===== src/rtl/instr_mem_loadable_if.sv =====
// instr_mem_loadable_if
// Bundles the fetch and load handshakes of the loadable instruction memory.
//   master : fetch/PC logic plus load source (harness or boot controller)
//   slave  : the instruction memory itself
// Fetch : fetch_req, fetch_addr -> fetch_ready, instr_valid, instruction,
//         addr_err, parity_err
// Load  : load_start, load_valid, load_data, load_last -> load_ready, load_done
interface instr_mem_loadable_if #(
  parameter int DATA_WIDTH = 16,
  parameter int ADDR_WIDTH = 6
);
  logic                  fetch_req;
  logic [ADDR_WIDTH-1:0] fetch_addr;
  logic                  fetch_ready;
  logic                  instr_valid;
  logic [DATA_WIDTH-1:0] instruction;
  logic                  addr_err;
  logic                  load_start;
  logic                  load_valid;
  logic [DATA_WIDTH-1:0] load_data;
  logic                  load_last;
  logic                  load_ready;
  logic                  load_done;
  logic                  parity_err;

  modport master (
    output fetch_req, fetch_addr, load_start, load_valid, load_data, load_last,
    input  fetch_ready, instr_valid, instruction, addr_err,
           load_ready, load_done, parity_err
  );

  modport slave (
    input  fetch_req, fetch_addr, load_start, load_valid, load_data, load_last,
    output fetch_ready, instr_valid, instruction, addr_err,
           load_ready, load_done, parity_err
  );
endinterface


===== src/rtl/instr_mem_loadable.sv =====
// instr_mem_loadable
// Loadable instruction memory feeding the fetch stage. After reset it sweeps
// every word to NOP_WORD, then serves registered fetches (1-cycle latency) and
// accepts streaming load bursts that rewrite words from address 0 upward.
// Ports:
//   clk  : single clock, rising edge
//   rst  : asynchronous, active-high reset
//   bus  : instr_mem_loadable_if.slave (fetch and load handshakes)
// Optional build macro INSTR_MEM_PARITY_EN adds an even-parity bit per word;
// a mismatched fetch reports parity_err and returns NOP_WORD.
//
// state   | meaning
// --------+------------------------------------------------------------
// S_CLEAR | writing NOP_WORD to word ptr_q each cycle, no handshakes
// S_RUN   | fetches accepted; load_start moves to S_LOAD
// S_LOAD  | load words written at ptr_q; exits on load_last or last word
module instr_mem_loadable #(
  parameter int                    DATA_WIDTH = 16,
  parameter int                    ADDR_WIDTH = 6,
  parameter int                    DEPTH      = 16,
  parameter logic [DATA_WIDTH-1:0] NOP_WORD   = 16'h3000
) (
  input logic                 clk,
  input logic                 rst,
  instr_mem_loadable_if.slave bus
);

  localparam int                    IDX_W     = (DEPTH > 1) ? $clog2(DEPTH) : 1;
  localparam logic [ADDR_WIDTH-1:0] LAST_PTR  = ADDR_WIDTH'(DEPTH - 1);
  localparam logic [ADDR_WIDTH:0]   DEPTH_EXT = (ADDR_WIDTH + 1)'(DEPTH);

  typedef enum logic [1:0] {S_CLEAR, S_RUN, S_LOAD} state_e;

  state_e                state_q, state_d;
  logic [ADDR_WIDTH-1:0] ptr_q, ptr_d;
  logic                  load_done_q, load_done_d;
  logic                  instr_valid_q;
  logic                  addr_err_q;
  logic                  parity_err_q;
  logic [DATA_WIDTH-1:0] instruction_q;

  logic [DATA_WIDTH-1:0] mem_q [DEPTH];

  logic                  wr_en;
  logic [DATA_WIDTH-1:0] wr_data;
  logic [IDX_W-1:0]      wr_idx;
  logic [IDX_W-1:0]      rd_idx;
  logic [DATA_WIDTH-1:0] rd_data;
  logic                  rd_par_bad;
  logic                  addr_in_range;
  logic                  fetch_acc;

  assign bus.fetch_ready = (state_q == S_RUN);
  assign bus.load_ready  = (state_q == S_LOAD);
  assign fetch_acc       = bus.fetch_req & bus.fetch_ready;

  assign addr_in_range = ({1'b0, bus.fetch_addr} < DEPTH_EXT);
  assign rd_idx        = bus.fetch_addr[IDX_W-1:0];
  assign wr_idx        = ptr_q[IDX_W-1:0];
  assign rd_data       = mem_q[rd_idx];

  always_comb begin
    state_d     = state_q;
    ptr_d       = ptr_q;
    wr_en       = 1'b0;
    wr_data     = NOP_WORD;
    load_done_d = 1'b0;
    unique case (state_q)
      S_CLEAR: begin
        wr_en = 1'b1;
        if (ptr_q == LAST_PTR) begin
          state_d = S_RUN;
          ptr_d   = '0;
        end else begin
          ptr_d = ptr_q + ADDR_WIDTH'(1);
        end
      end
      S_RUN: begin
        // A fetch presented alongside load_start still completes this cycle.
        if (bus.load_start) begin
          state_d = S_LOAD;
          ptr_d   = '0;
        end
      end
      S_LOAD: begin
        if (bus.load_valid) begin
          wr_en   = 1'b1;
          wr_data = bus.load_data;
          // Exit at the last word even without load_last so ptr never wraps.
          if (bus.load_last || (ptr_q == LAST_PTR)) begin
            state_d     = S_RUN;
            ptr_d       = '0;
            load_done_d = 1'b1;
          end else begin
            ptr_d = ptr_q + ADDR_WIDTH'(1);
          end
        end
      end
      default: begin
        state_d = S_CLEAR;
        ptr_d   = '0;
      end
    endcase
  end

  always_ff @(posedge clk) begin
    if (wr_en) mem_q[wr_idx] <= wr_data;
  end

`ifdef INSTR_MEM_PARITY_EN
  logic par_q [DEPTH];

  always_ff @(posedge clk) begin
    if (wr_en) par_q[wr_idx] <= ^wr_data;
  end

  assign rd_par_bad = (^rd_data) != par_q[rd_idx];
`else
  assign rd_par_bad = 1'b0;
`endif

  always_ff @(posedge clk or posedge rst) begin
    if (rst) begin
      state_q       <= S_CLEAR;
      ptr_q         <= '0;
      load_done_q   <= 1'b0;
      instr_valid_q <= 1'b0;
      addr_err_q    <= 1'b0;
      parity_err_q  <= 1'b0;
      instruction_q <= '0;
    end else begin
      state_q       <= state_d;
      ptr_q         <= ptr_d;
      load_done_q   <= load_done_d;
      instr_valid_q <= fetch_acc;
      addr_err_q    <= fetch_acc & ~addr_in_range;
      parity_err_q  <= fetch_acc & addr_in_range & rd_par_bad;
      // instruction holds its last value when no fetch is accepted.
      if (fetch_acc) begin
        instruction_q <= (!addr_in_range || rd_par_bad) ? NOP_WORD : rd_data;
      end
    end
  end

  assign bus.instr_valid = instr_valid_q;
  assign bus.instruction = instruction_q;
  assign bus.addr_err    = addr_err_q;
  assign bus.parity_err  = parity_err_q;
  assign bus.load_done   = load_done_q;

endmodule


===== src/flat_wrapper.sv =====
// flat-port wrapper written by rule: the top's interface ports become plain ports
module instr_mem_loadable_flat 
#(
  parameter int                    DATA_WIDTH = 16,
  parameter int                    ADDR_WIDTH = 6,
  parameter int                    DEPTH      = 16,
  parameter logic [DATA_WIDTH-1:0] NOP_WORD   = 16'h3000
)
  (clk, rst, bus_fetch_req, bus_fetch_addr, bus_load_start, bus_load_valid, bus_load_data, bus_load_last, bus_fetch_ready, bus_instr_valid, bus_instruction, bus_addr_err, bus_load_ready, bus_load_done, bus_parity_err);
  instr_mem_loadable_if #(.DATA_WIDTH(DATA_WIDTH), .ADDR_WIDTH(ADDR_WIDTH)) bus_i ();
  input logic clk;
  input logic rst;
  input wire logic [$bits(bus_i.fetch_req)-1:0] bus_fetch_req;
  input wire logic [$bits(bus_i.fetch_addr)-1:0] bus_fetch_addr;
  input wire logic [$bits(bus_i.load_start)-1:0] bus_load_start;
  input wire logic [$bits(bus_i.load_valid)-1:0] bus_load_valid;
  input wire logic [$bits(bus_i.load_data)-1:0] bus_load_data;
  input wire logic [$bits(bus_i.load_last)-1:0] bus_load_last;
  output wire logic [$bits(bus_i.fetch_ready)-1:0] bus_fetch_ready;
  output wire logic [$bits(bus_i.instr_valid)-1:0] bus_instr_valid;
  output wire logic [$bits(bus_i.instruction)-1:0] bus_instruction;
  output wire logic [$bits(bus_i.addr_err)-1:0] bus_addr_err;
  output wire logic [$bits(bus_i.load_ready)-1:0] bus_load_ready;
  output wire logic [$bits(bus_i.load_done)-1:0] bus_load_done;
  output wire logic [$bits(bus_i.parity_err)-1:0] bus_parity_err;
  assign bus_i.fetch_req = bus_fetch_req;
  assign bus_i.fetch_addr = bus_fetch_addr;
  assign bus_i.load_start = bus_load_start;
  assign bus_i.load_valid = bus_load_valid;
  assign bus_i.load_data = bus_load_data;
  assign bus_i.load_last = bus_load_last;
  assign bus_fetch_ready = bus_i.fetch_ready;
  assign bus_instr_valid = bus_i.instr_valid;
  assign bus_instruction = bus_i.instruction;
  assign bus_addr_err = bus_i.addr_err;
  assign bus_load_ready = bus_i.load_ready;
  assign bus_load_done = bus_i.load_done;
  assign bus_parity_err = bus_i.parity_err;
  instr_mem_loadable #(.DATA_WIDTH(DATA_WIDTH), .ADDR_WIDTH(ADDR_WIDTH), .DEPTH(DEPTH), .NOP_WORD(NOP_WORD)) u_core (.clk(clk), .rst(rst), .bus(bus_i));
endmodule

===== config.mk =====
export PLATFORM = sky130hd
export DESIGN_NAME = instr_mem_loadable_flat
export DESIGN_NICKNAME = d
export VERILOG_FILES = /design/src/rtl/instr_mem_loadable_if.sv /design/src/rtl/instr_mem_loadable.sv /design/src/flat_wrapper.sv
export SDC_FILE = /design/constraint.sdc
export NUM_CORES = 1
export LEC_CHECK = 0
export CORE_ASPECT_RATIO = 1.25
export CORE_MARGIN = 10
export CORE_UTILIZATION = 35
export CTS_BUF_LIST = sky130_fd_sc_hd__clkbuf_4
export CTS_CLUSTER_DIAMETER = 30
export DETAILED_ROUTE_END_ITERATION = 12
export SYNTH_ARGS = -nofsm -noshare
export SYNTH_HDL_FRONTEND = slang
export SYNTH_SLANG_ARGS = --single-unit

===== constraint.sdc =====
create_clock -name clk -period 5.5 [get_ports clk]
set_clock_uncertainty 0.1 [all_clocks]
set_input_delay 0.55 -clock clk [delete_from_list [all_inputs] [get_ports clk]]
set_output_delay 0.55 -clock clk [all_outputs]
set_load 0.02 [all_outputs]

==> reports/metrics.cfg <==
[outcome]
status = finished clean

[worst_setup_path]
timing.critical_path.from = u_core.state_q[1]$_DFFE_PP0P_
cp.required_ns = 4.85
worstPathMaxFanout = 16
endpoint = bus_load_ready
end_kind = output pin
arrival_ns = 2.13
regToRegEndpoint = u_core.bus.instruction[14]$_DFFE_PP0P_
r2r_start = u_core.state_q[1]$_DFFE_PP0P_
rrSetupSlack_ns = 3.14
start_kind = flop
r2r_cells = 6
critical_path_class = flop to output pin

[synthesis]
ys_ff_latch = 283
synth-main-ff-cell = edfxtp_1
seq_area_frac_synth_pct = 75.3
synth_cell_types = 41
synth_nets = 572
synth_edf_count = 256
async_flop_share_pct = 9.54
yosysWarnings = 0
synthCells = 540
syn_area_per_cell_sq_um = 20.6
synth_area_sq_um = 11100

[placement]
dpl.hpwl_mm = 15.7
dp.cells = 982
place_congestion = 0.757
preCtsSetupSlack_ns = 2.13
portBuffers = 48

[layout]
area_growth_pct = 16.9
nets = 679
mostFrequentLayoutCells = edfxtp_1, clkbuf_4, clkdlybuf4s50_1, mux4_2, a22oi_1
fill_cells = 2784
seq_area_sq_um = 8360
layout_commonest_cell = edfxtp_1
layout-drive-gt1-share_pct = 28.4
multiInputGateArea_sq_um = 2580
final_core_util_pct = 41.7
fin_cells = 1101

[clock_tree]
postCtsSetupBuffers = 0
ctsHoldBuffers = 0
path_clk_slew_ns = 0.07
cts_sinks = 283
htree_levels = 3
cts-root-buf = clkbuf_4
cts_buffer_depth = 3
cts_tree = built
cts_resized = 0
cts_buffers = 69
clkLatencyLatePin_ns = 0.64

[global_routing]
grt_pass1_vias = 5986
grt_max_degree = 56
grt_usage_pct = 13.2
gr-total-overflow = 0
antenna_found_initial = 1
grt_pass1_wl_mm = 38.0

[drt]
ant_nets = 0
vias_per_cell = 5.20
initialDrtViolationCount = 490
routed_wl_mm = 25.6
detail_route.first_pass.iterations = 5
routedWlPerCell_um = 23.3
num_vias = 5725
drc = 0

[pwr]
power.leakage_nw = 4.37
peakVddDrop_mv = 0.279
pwr_density_cell_nw_per_um2 = 413

[timing]
hold_viol_final = 0
fin_ws_ns = 2.72
drv_slew = 0
fin_crit_sh_pct = 50.6
finalSetupViolations = 0
rsz0062_at_grt = false
worstMarginPinSlew_ns = 1.12
fin_tns_setup_ns = 0
fmax_mhz = 359
slew_headroom_pct = 24.9
period_needed_ns = 2.78

[min_path]
hp-class = input pin to asynchronous set/reset pin

[floorplan]
pin_count = 50
rows = 72
core_sq_um = 31200
start_util_pct = 35.6
die_h_um = 219
die_x_um = 179
dieArea_sq_um = 39300

[run]
timing.max_cap.violations = 0

-- sequential cells by signal, indices dropped and copies added, names as in the netlist --
| signal | flops |
|---|---|
| u_core.bus.addr_err | 1 |
| u_core.bus.load_done | 1 |
| u_core.ptr_q | 6 |
| u_core.bus.instr_valid | 1 |
| u_core.mem_q | 256 |
| u_core.bus.instruction | 16 |
| u_core.state_q | 2 |
-- synth_stat cells, types with 2 or more instances --
master	n	area, sq um
a21o_1	2	15.0
a21oi_1	3	15.0
a22oi_1	28	210
a31oi_1	4	25.0
and3_1	16	100
buf_1	2	7.51
buf_2	6	30.0
buf_4	2	15.0
buf_6	3	33.8
clkbuf_1	16	60.1
dfrtp_1	27	676
edfxtp_1	256	7690
ha_1	4	50.1
inv_1	8	30.0
mux2_2	17	191
mux4_1	23	604
mux4_2	41	923
nand2_1	12	45.0
nand2b_1	4	25.0
nor2_1	22	82.6
nor3_1	5	25.0
nor3b_1	2	15.0
nor4_1	3	18.8
o21ai_0	3	15.0
o21ai_1	13	65.1
xnor2_1	3	26.3
-- how the worst min path moves through the flow --
| stage | cells after the start | endpoint | slack [ns] | from |
|---|---|---|---|---|
| 6_report | 2 | u_core.bus.instruction[3]$_DFFE_PP0P_ | 0.12 | rst |
| 5_1_grt | 2 | u_core.ptr_q[5]$_DFFE_PP0P_ | 0.09 | rst |
| 4_1_cts | 2 | u_core.bus.instruction[9]$_DFFE_PP0P_ | 0.44 | u_core.bus.instruction[9]$_DFFE_PP0P_ |
| 3_5_place_dp | 2 | u_core.bus.instruction[9]$_DFFE_PP0P_ | 0.42 | u_core.bus.instruction[9]$_DFFE_PP0P_ |
| 3_3_place_gp | 2 | u_core.bus.instruction[14]$_DFFE_PP0P_ | 0.42 | u_core.bus.instruction[14]$_DFFE_PP0P_ |
| 2_1_floorplan | 2 | u_core.ptr_q[5]$_DFFE_PP0P_ | 0.43 | u_core.ptr_q[5]$_DFFE_PP0P_ |
-- kinds of logic (layout without fill, tap and decap cells) --
family / after synthesis / count (layout) / share of synthesized area [%]
xor gates and xnor gates: 3 / 3 / 0.237
AOI/OAI and AO/OA: 57 / 57 / 3.40
DFF: 283 / 283 / 75.3
buffers and inverters: 39 / 192 / 1.77
muxes: 81 / 81 / 15.5
adders and majority gates: 4 / 4 / 0.451
and+or+nand+nor: 72 / 72 / 3.33
other: 1 / 2 / 0.0338
-- where the power goes --
group	switching [mW]	internal [mW]	total (mW)
Combinational	0.544	0.356	0.900
Sequential	0.111	2.65	2.76
Clock	0.792	0.909	1.70
Total	1.45	3.92	5.36
-- layout make-up --
cell class | count | area share [%]
flip-flops and latches | 283 | 64.4
multi-input cells | 218 | 19.9
clock buffers | 97 | 5.61
repair buffers | 67 | 4.90
well taps | 407 | 3.92
clock inverters | 20 | 1.05
inverters | 8 | 0.231
diodes | 1 | 0.0193
-- worst max-delay path: stages (launching register included) --
cell and delay (ns):
dfrtp_1 0.47, nor2b_1 0.16, buf_4 0.21, clkdlybuf4s50_1 0.65
-- stage by stage --
stage,instance area [sq um],hold slack (ns),power [mW]
2_1_floorplan,11100,0.433,3.29
3_3_place_gp,12100,0.423,3.69
3_5_place_dp,12100,0.421,3.72
4_1_cts,13000,0.435,5.44
5_1_grt,13000,0.0932,5.63
6_report,13000,0.118,5.36
-- routing by layer --
metal / GRT usage (%) / vias up / part of all wire [%]
met4: 4.68 / 0 / 2.1
met2: 21.7 / 207 / 50
met3: 3.73 / 42 / 7.0
met5: 0 / - / 0
li1: - / 2497 / -
met1: 16.2 / 2979 / 41
(Power assumes the default switching activity.)
